===== config.mk =====
export PLATFORM = sky130hd
export DESIGN_NAME = spi_flash_loader
export DESIGN_NICKNAME = d
export VERILOG_FILES = /design/src/rtl/spi_flash_loader.sv
export SDC_FILE = /design/constraint.sdc
export NUM_CORES = 1
export LEC_CHECK = 0
export BUFFER_PORTS_ARGS = -buffer_cell sky130_fd_sc_hd__buf_2
export CAP_MARGIN = 20
export CORE_MARGIN = 2
export CORE_UTILIZATION = 55
export CTS_CLUSTER_SIZE = 16
export DETAILED_ROUTE_END_ITERATION = 6
export GPL_TIMING_DRIVEN = 0
export PLACE_DENSITY = 0.82
export RECOVER_POWER = 100
export SLEW_MARGIN = 40
export SYNTH_ARGS = -nofsm -noshare
export SYNTH_HDL_FRONTEND = slang
export SYNTH_SLANG_ARGS = --single-unit
export TNS_END_PERCENT = 30

===== constraint.sdc =====
create_clock -name clk_i -period 3.23 [get_ports clk_i]
set_clock_uncertainty 0.05 [all_clocks]
set_input_delay 0 -clock clk_i [delete_from_list [all_inputs] [get_ports clk_i]]
set_output_delay 0 -clock clk_i [all_outputs]
set_load 0.03 [all_outputs]

===== src/rtl/spi_flash_loader.sv =====
// spi_flash_loader: boot-time bitstream source for the eFPGA configuration port.
// Reads a length-prefixed image from SPI NOR flash with READ (0x03) in a single
// chip-select transaction and emits the payload as 32-bit word writes.
//
// state       | meaning
// ------------+----------------------------------------------------------
// ST_IDLE     | waiting for start_i; cs_o high, sck_o low
// ST_CS_SETUP | cs_o low, first command bit on pico_o, CLK_DIV cycles
// ST_CMD      | shifting out {8'h03, START_ADDR}, MSB first
// ST_LEN      | shifting in the 32-bit big-endian word count
// ST_DATA     | shifting in payload words, one strobe per word
// ST_CS_HOLD  | sck_o low for CLK_DIV cycles, then release cs_o and flag result
module spi_flash_loader #(
    parameter int unsigned CLK_DIV    = 2,
    parameter logic [23:0] START_ADDR = 24'h100000,
    parameter int unsigned MAX_WORDS  = 65536
) (
    input  logic        clk_i,
    input  logic        reset_i,
    input  logic        start_i,
    output logic        busy_o,
    output logic        done_o,
    output logic        error_o,
    output logic        sck_o,
    output logic        cs_o,
    output logic        pico_o,
    input  logic        poci_i,
    output logic [31:0] write_data_o,
    output logic        word_write_strobe_o
);

    localparam int          CNT_W    = $clog2(MAX_WORDS + 1);
    localparam logic [7:0]  DIV_LOAD = 8'(CLK_DIV - 1);
    localparam logic [31:0] CMD_WORD = {8'h03, START_ADDR};
    localparam logic [31:0] MAX_N    = 32'(MAX_WORDS);

    typedef enum logic [2:0] {
        ST_IDLE,
        ST_CS_SETUP,
        ST_CMD,
        ST_LEN,
        ST_DATA,
        ST_CS_HOLD
    } state_t;

    state_t           state;
    logic [7:0]       div_cnt;     // half-period down-counter
    logic [4:0]       bit_cnt;     // bits left in the current 32-bit field
    logic [30:0]      shift_out;   // command bits still to be sent after pico_o
    logic [30:0]      shift_in;    // bits of the current field received so far
    logic [CNT_W-1:0] words_left;
    logic             fail_flag;   // result reported when CS_HOLD completes

    logic             div_tc;
    logic             last_bit;
    logic [31:0]      shift_next;

    assign div_tc     = (div_cnt == 8'd0);
    assign last_bit   = (bit_cnt == 5'd0);
    // Field value including the bit captured at the end of the current high phase.
    assign shift_next = {shift_in, poci_i};

    // Sequencer: SCK generation, command shift-out, length/payload shift-in, flags.
    always_ff @(posedge clk_i) begin
        word_write_strobe_o <= 1'b0;
        if (reset_i) begin
            state        <= ST_IDLE;
            div_cnt      <= 8'd0;
            bit_cnt      <= 5'd0;
            shift_out    <= '0;
            shift_in     <= '0;
            words_left   <= '0;
            fail_flag    <= 1'b0;
            busy_o       <= 1'b0;
            done_o       <= 1'b0;
            error_o      <= 1'b0;
            sck_o        <= 1'b0;
            cs_o         <= 1'b1;
            pico_o       <= 1'b0;
            write_data_o <= 32'd0;
        end else begin
            case (state)
                ST_IDLE: begin
                    if (start_i) begin
                        done_o    <= 1'b0;
                        error_o   <= 1'b0;
                        busy_o    <= 1'b1;
                        cs_o      <= 1'b0;
                        sck_o     <= 1'b0;
                        pico_o    <= CMD_WORD[31];
                        shift_out <= CMD_WORD[30:0];
                        div_cnt   <= DIV_LOAD;
                        state     <= ST_CS_SETUP;
                    end
                end

                ST_CS_SETUP: begin
                    if (div_tc) begin
                        div_cnt <= DIV_LOAD;
                        bit_cnt <= 5'd31;
                        state   <= ST_CMD;
                    end else begin
                        div_cnt <= div_cnt - 8'd1;
                    end
                end

                ST_CMD, ST_LEN, ST_DATA: begin
                    if (!div_tc) begin
                        div_cnt <= div_cnt - 8'd1;
                    end else begin
                        div_cnt <= DIV_LOAD;
                        sck_o   <= ~sck_o;
                        // End of a high phase closes one bit: sample poci, advance pico.
                        if (sck_o) begin
                            bit_cnt   <= bit_cnt - 5'd1;
                            shift_in  <= shift_next[30:0];
                            shift_out <= {shift_out[29:0], 1'b0};
                            pico_o    <= (state == ST_CMD && !last_bit) ? shift_out[30] : 1'b0;
                            if (last_bit) begin
                                case (state)
                                    ST_CMD: begin
                                        state <= ST_LEN;
                                    end
                                    ST_LEN: begin
                                        if (shift_next == 32'd0) begin
                                            fail_flag <= 1'b0;
                                            state     <= ST_CS_HOLD;
                                        end else if (shift_next > MAX_N) begin
                                            fail_flag <= 1'b1;
                                            state     <= ST_CS_HOLD;
                                        end else begin
                                            words_left <= shift_next[CNT_W-1:0];
                                            state      <= ST_DATA;
                                        end
                                    end
                                    default: begin
                                        write_data_o        <= shift_next;
                                        word_write_strobe_o <= 1'b1;
                                        words_left          <= words_left - CNT_W'(1);
                                        if (words_left == CNT_W'(1)) begin
                                            fail_flag <= 1'b0;
                                            state     <= ST_CS_HOLD;
                                        end
                                    end
                                endcase
                            end
                        end
                    end
                end

                ST_CS_HOLD: begin
                    if (div_tc) begin
                        cs_o    <= 1'b1;
                        busy_o  <= 1'b0;
                        done_o  <= ~fail_flag;
                        error_o <= fail_flag;
                        state   <= ST_IDLE;
                    end else begin
                        div_cnt <= div_cnt - 8'd1;
                    end
                end

                default: begin
                    state <= ST_IDLE;
                end
            endcase
        end
    end

endmodule


==> results of run 1 <==
==> kinds of logic (layout without fill, tap and decap cells) <==
group / Yosys count / after routing / synth area share, %
flip-flops: 115 / 115 / 45.4
adder cells (fa/ha/maj): 6 / 6 / 1.48
AND/OR/NAND/NOR: 311 / 311 / 28.6
XOR/XNOR: 8 / 8 / 1.38
AO/OA/AOI/OAI: 163 / 163 / 18.5
multiplexers: 3 / 3 / 0.616
buffers and inverters: 51 / 126 / 4.12
==> flip-flops by register name, indices dropped and copies added, names as in the netlist <==
signal	count
bit_cnt	5
busy_o	1
cs_o	1
div_cnt	8
done_o	1
error_o	1
fail_flag	1
pico_o	1
sck_o	1
shift_in	31
shift_out	11
state	3
word_write_strobe_o	1
words_left	17
write_data_o	32
==> routing by layer <==
metal,GRT usage (%),part of all wire [%]
met3,5.36,7.0
met2,45.1,48
met4,12.3,3.0
met5,0,0
met1,34.9,42
==> synthesized netlist by cell type (all sizes together) (5+ instances only) <==
master | instances | area share (%)
nand2 | 175 | 13
dfxtp | 115 | 45
a21oi | 102 | 10
nor2 | 38 | 2.8
clkbuf | 33 | 2.4
nand3 | 24 | 2.5
o21ai | 22 | 2.2
nor4 | 18 | 2.5
nor3 | 16 | 1.9
buf | 9 | 1.0
inv | 9 | 0.67
o31ai | 8 | 1.2
or3 | 7 | 0.86
xor2 | 7 | 1.2
ha | 6 | 1.5
a31oi | 5 | 0.62
o211ai | 5 | 0.74
==> per-stage QoR <==
stage          hold WS, ns  setup WS [ns]
4_1_cts              0.152          0.569
6_report             0.163          0.334
3_3_place_gp         0.237          0.658
2_1_floorplan       0.0860          0.974
5_1_grt              0.175          0.177
3_5_place_dp         0.248          0.600
==> final cells by class <==
class | count | area (µm²) | area share (%)
multi-input combinational | 491 | 2550 | 43.1
sequential | 115 | 2300 | 39.0
clock buffer | 20 | 445 | 7.54
timing repair buffer | 43 | 176 | 2.98
buffer | 42 | 169 | 2.86
tap | 111 | 139 | 2.35
clock inverter | 12 | 98.8 | 1.67
inverter | 9 | 33.8 | 0.572
==> what timing repair did <==
item	in CTS	in global routing
hold endpoints to repair	8	0
hold buffers	2	0
endpoints found under the setup margin	0	0
==> critical path: cells and delay by family (launching register included) <==
| kind | cells | cell delay [ns] |
|---|---|---|
| AOI/OAI and AO/OA | 3 | 1.13 |
| DFF | 1 | 0.29 |
| adders and majority gates | 1 | 0.19 |
| buffers and inverters | 2 | 0.27 |
| and+or+nand+nor | 3 | 0.87 |
==> where the power goes <==
group          switching [mW]  internal (mW)  total [mW]  leakage [nW]
Clock                   0.708          0.996        1.70         0.263
Sequential              0.103           1.52        1.62         0.930
Combinational           0.655          0.364        1.02         0.850
Total                    1.47           2.88        4.35          2.04
==> path summary, 6_finish.rpt <==
path,end,slack (ns),cells past startpoint
hold / removal,done_o,0.16,3
hold reg to reg,cs_o,0.39,2
setup reg to reg,words_left[4],0.33,9
setup / recovery,words_left[4],0.33,9
==> cells in the final DEF, fill, tap and decap left out, types with 5 or more instances in the layout <==
cell / n
dfxtp_1: 115
a31oi_1: 5
or3_1: 7
ha_1: 6
clkbuf_1: 78
nand2_1: 175
nor3_1: 14
xor2_1: 7
nand3_1: 23
clkinv_4: 5
nor2_1: 38
o21ai_0: 21
o211ai_1: 5
clkbuf_16: 16
o31ai_1: 8
nor4_1: 17
a21oi_1: 102
inv_1: 9
buf_2: 5
==> metrics.csv, run 1 <==
metric,value,unit
status,completed,
cts_max_level,4,
portBuffers,41,
synth_edf_count,0,
cp_slowest_cell,a21oi_1,
synth_warnings,0,
fmax,0.345,GHz
hold_viol,0,
initial_core_util,55.7,%
drt_first_pass_iters,5,
async_flop_share,0,%
final_area,5910,µm²
final-setup-viol-count,0,
period_share,89.7,%
drv_cap,0,
gp_congestion,0.890,
place_area,5420,µm²
placed_cells,809,
totalPowerFinal,4.35,mW
crit_path_start,bit_cnt[0],
synthCells,657,
vias,5066,
setup_tns,0,ns
avgSynthCellArea,7.73,µm²
layout-drive-gt1-share,6.01,%
grt-ovfl-total,0,
synthesis.area,5080,µm²
worst-path-max-fanout,10,
io_pins,43,
worstMarginPinSlew,0.883,ns
ys_seq_elements,115,
first_iter_violations,490,
maxSlewHeadroom,41.2,%
die_area,10000,µm²
path_common_cell,a21oi_1,
final_util,64.9,%
cts.clk_slew.worst_paths,0.06,ns
cp_cell_sequence,inv_1 -> ha_1 -> nor4b_2 -> o21ai_0 -> or3_1 -> buf_6 -> a21oi_1 -> nand2_1 -> a21oi_1,
dp_hpwl,9.08,mm
cts_setup_buffers,0,
grt_max_degree,17,
leakagePower,2.04,nW
cts_resized,0,
grt_pass1_vias,4695,
rsz0062_at_grt,false,
synth_cell_type_count,59,
die_w,100,µm
fill_cells,781,
ir_drop,0.429,mV
tritoncts,yes,
cts_buffer_depth,2,
cts-buffers-inserted,17,
clk_latency,0.52,ns
syn_nets,667,
ant_nets,0,
finalCriticalPeriod,2.90,ns
final_nets,729,
cp.arrival,3.27,ns
rows,35,
wire_per_inst,15.7,µm
synth_ff_type,dfxtp_1,
core,9110,µm²
hp-start,reset_i,
drcViolationCount,0,
wl,13.3,mm
cts.sinks,115,
worst_hold_path_type,input port to flop,
slowest_delay,0.68,ns
grtUsageTotal,27.4,%
reg2reg_from,bit_cnt[0],
avgViaCountPerCell,6.01,
critPathKind,flop to flop,
grt_pass1_wl,22.0,mm
power.density,735,nW/µm²
yosysSeqAreaShare,45.4,%
finalNonFillerCells,843,
cp-end-kind,flop,
cp.required,3.61,ns
num_antenna_cells,0,
cts-root-buf,clkbuf_8,
die_y,100,µm
antenna_found_initial,0,
layout-area-overhead-vs-synth,16.4,%
maxSlewViolCount,0,
startpoint_type,flop,
Note: power is estimated with default switching activity, not from simulation.
==> run 2, diff against run 1 <==
- CELL_PAD_IN_SITES_DETAIL_PLACEMENT: not set -> 0
- CELL_PAD_IN_SITES_GLOBAL_PLACEMENT: not set -> 1
- CORE_UTILIZATION: 55 -> 44
- PLACE_DENSITY: 0.82 -> 0.87
==> run 2 against run 1 <==
Against the previous run: design area up 2.2%; power up 5.9%; routed wire length up 0.81%; first-iteration DRC count down 29%.
==> metrics.csv, run 2 (synthesis gave the netlist of run 1 again) <==
metric,value,unit
grtUsageTotal,22.0,%
hold_viol,0,
final_area,6040,µm²
cts.clk_slew.worst_paths,0.05,ns
cts-root-buf,clkbuf_16,
p_seq_share,35.2,%
cts_max_level,4,
worst_hold_path_type,input port to flop,
drcViolationCount,0,
first_iter_violations,347,
clk_latency,0.41,ns
regMostFlops,write_data_o,
multiInputGateArea,2560,µm²
die_w,111,µm
io_pins,43,
avgViaCountPerCell,5.59,
layout-drive-gt1-share,6.42,%
power.density,762,nW/µm²
worst-path-max-fanout,10,
num_antenna_cells,0,
ir_drop,0.306,mV
fmax,0.347,GHz
cp.arrival,3.10,ns
layout-area-overhead-vs-synth,19.0,%
setup_tns,0,ns
cts_hold_buffers,2,
grt_pass1_wl,22.4,mm
final-setup-viol-count,0,
period_share,89.3,%
maxSlewHeadroom,42.8,%
largest_register_ff_count,32,
p_clk_share,42.1,%
critPathTopFamily,simple AND/OR/NAND/NOR gates,
grt-ovfl-total,0,
cts_resized,0,
r2r_slack,0.34,ns
antenna_found_initial,0,
cts_setup_buffers,0,
fill_cells,1112,
top_regs,"write_data_o (32), shift_in (31), words_left (17)",
place_area,5460,µm²
cp-end-kind,flop,
rows,39,
tritoncts,yes,
die_area,12400,µm²
mostFrequentLayoutCell,nand2_1,
p_sw,1.45,mW
drt_first_pass_iters,5,
reg2reg_from,bit_cnt[0],
hold_depth,3,
hp-start,reset_i,
cp_cell_sequence,inv_1 -> ha_1 -> nor4b_2 -> o21ai_0 -> nor3_2 -> o21ai_1 -> clkbuf_1 -> o21ai_0 -> a21oi_1,
cts.sinks,115,
reg2reg_depth,9,
dp_hpwl,9.31,mm
rsz0062_at_grt,false,
gp_congestion,0.914,
wl,13.4,mm
die_y,111,µm
slowest_delay,0.54,ns
core,11300,µm²
min_to,shift_in[5],
vias,4887,
switching_share,31.4,%
leakagePower,2.07,nW
ant_nets,0,
path_common_cell,o21ai_0,
grt_max_degree,17,
maxSlewViolCount,0,
cts-buffers-inserted,17,
grt_pass1_vias,4580,
final_nets,729,
worstMarginPinSlew,0.834,ns
layout_common_cells,"nand2_1 (175), dfxtp_1 (115), a21oi_1 (101), clkbuf_1 (76), nor2_1 (38)",
finalCriticalPeriod,2.89,ns
p_int,3.16,mW
cts_buffer_depth,2,
p_comb_share,22.7,%
status,completed,
register_area,2300,µm²
cp_slowest_cell,nor3_2,
wire_per_inst,15.3,µm
cp.required,3.44,ns
initial_core_util,44.8,%
portBuffers,41,
critPathKind,flop to flop,
r2r_end,words_left[2],
startpoint_type,flop,
drv_cap,0,
path_buf_inv,2,
-- run 2: cell count changes in the layout (fill, tap and decap cells not counted), sizes merged --
| cell | change |
|---|---|
| clkinvlp | +4 |
| buf | +1 |
| inv | -3 |
| clkinv | -4 |
| bufinv | +3 |
| clkbuf | -1 |
-- run 2: power by group through the flow --
stage          clock network [mW]  registers (mW)  logic (mW)
2_1_floorplan                   0            1.65       0.809
3_3_place_gp                    0            1.64        1.02
3_5_place_dp                    0            1.65        1.06
4_1_cts                      1.97            1.62        1.07
5_1_grt                      2.04            1.64        1.17
6_report                     1.94            1.62        1.04
-- run 2: worst register-to-register path, cell delays in order, from the launching register on --
cell,delay [ns]
dfxtp_1,0.29
inv_1,0.13
ha_1,0.20
nor4b_2,0.37
o21ai_0,0.22
nor3_2,0.54
o21ai_1,0.27
clkbuf_1,0.31
o21ai_0,0.28
a21oi_1,0.09
-- run 2: through the flow --
stage | setup slack, ns | cells | util, % | hold WS [ns] | power (mW)
CTS | 0.456 | 875 | 53.9 | 0.269 | 4.66
global placement | 0.574 | 841 | 48.2 | 0.246 | 2.67
floorplan | 0.974 | 657 | - | 0.0860 | 2.46
detailed placement | 0.480 | 841 | 48.2 | 0.251 | 2.70
finish | 0.345 | 875 | 53.3 | 0.287 | 4.60
global route | 0.111 | 875 | 53.3 | 0.299 | 4.85
-- run 2: routing by layer --
layer	global-route usage, %	routed length [µm]	vias up
li1	-	-	2418
met1	29.5	6180	2302
met2	35.4	6290	151
met3	4.74	710	16
met4	7.65	188	0
met5	0	0	-
-- run 2: worst max-delay path by stage --
stage | depth (start not counted) | slack [ns] | end | from
4_1_cts | 9 | 0.46 | words_left[2] | bit_cnt[0]
6_report | 9 | 0.34 | words_left[2] | bit_cnt[0]
3_3_place_gp | 9 | 0.57 | words_left[14] | bit_cnt[0]
2_1_floorplan | 9 | 0.97 | words_left[5] | bit_cnt[0]
5_1_grt | 9 | 0.11 | words_left[0] | bit_cnt[0]
3_5_place_dp | 9 | 0.48 | words_left[2] | bit_cnt[0]
-- run 2: final cells by class --
type | instances | share of cell area (%)
flip-flops and latches | 115 | 38.1
multi-input cells | 491 | 42.3
inverters | 9 | 0.559
well taps | 143 | 2.96
plain buffers | 42 | 2.82
repair buffers | 43 | 2.92
clock buffers | 20 | 7.73
clock inverters | 12 | 2.55
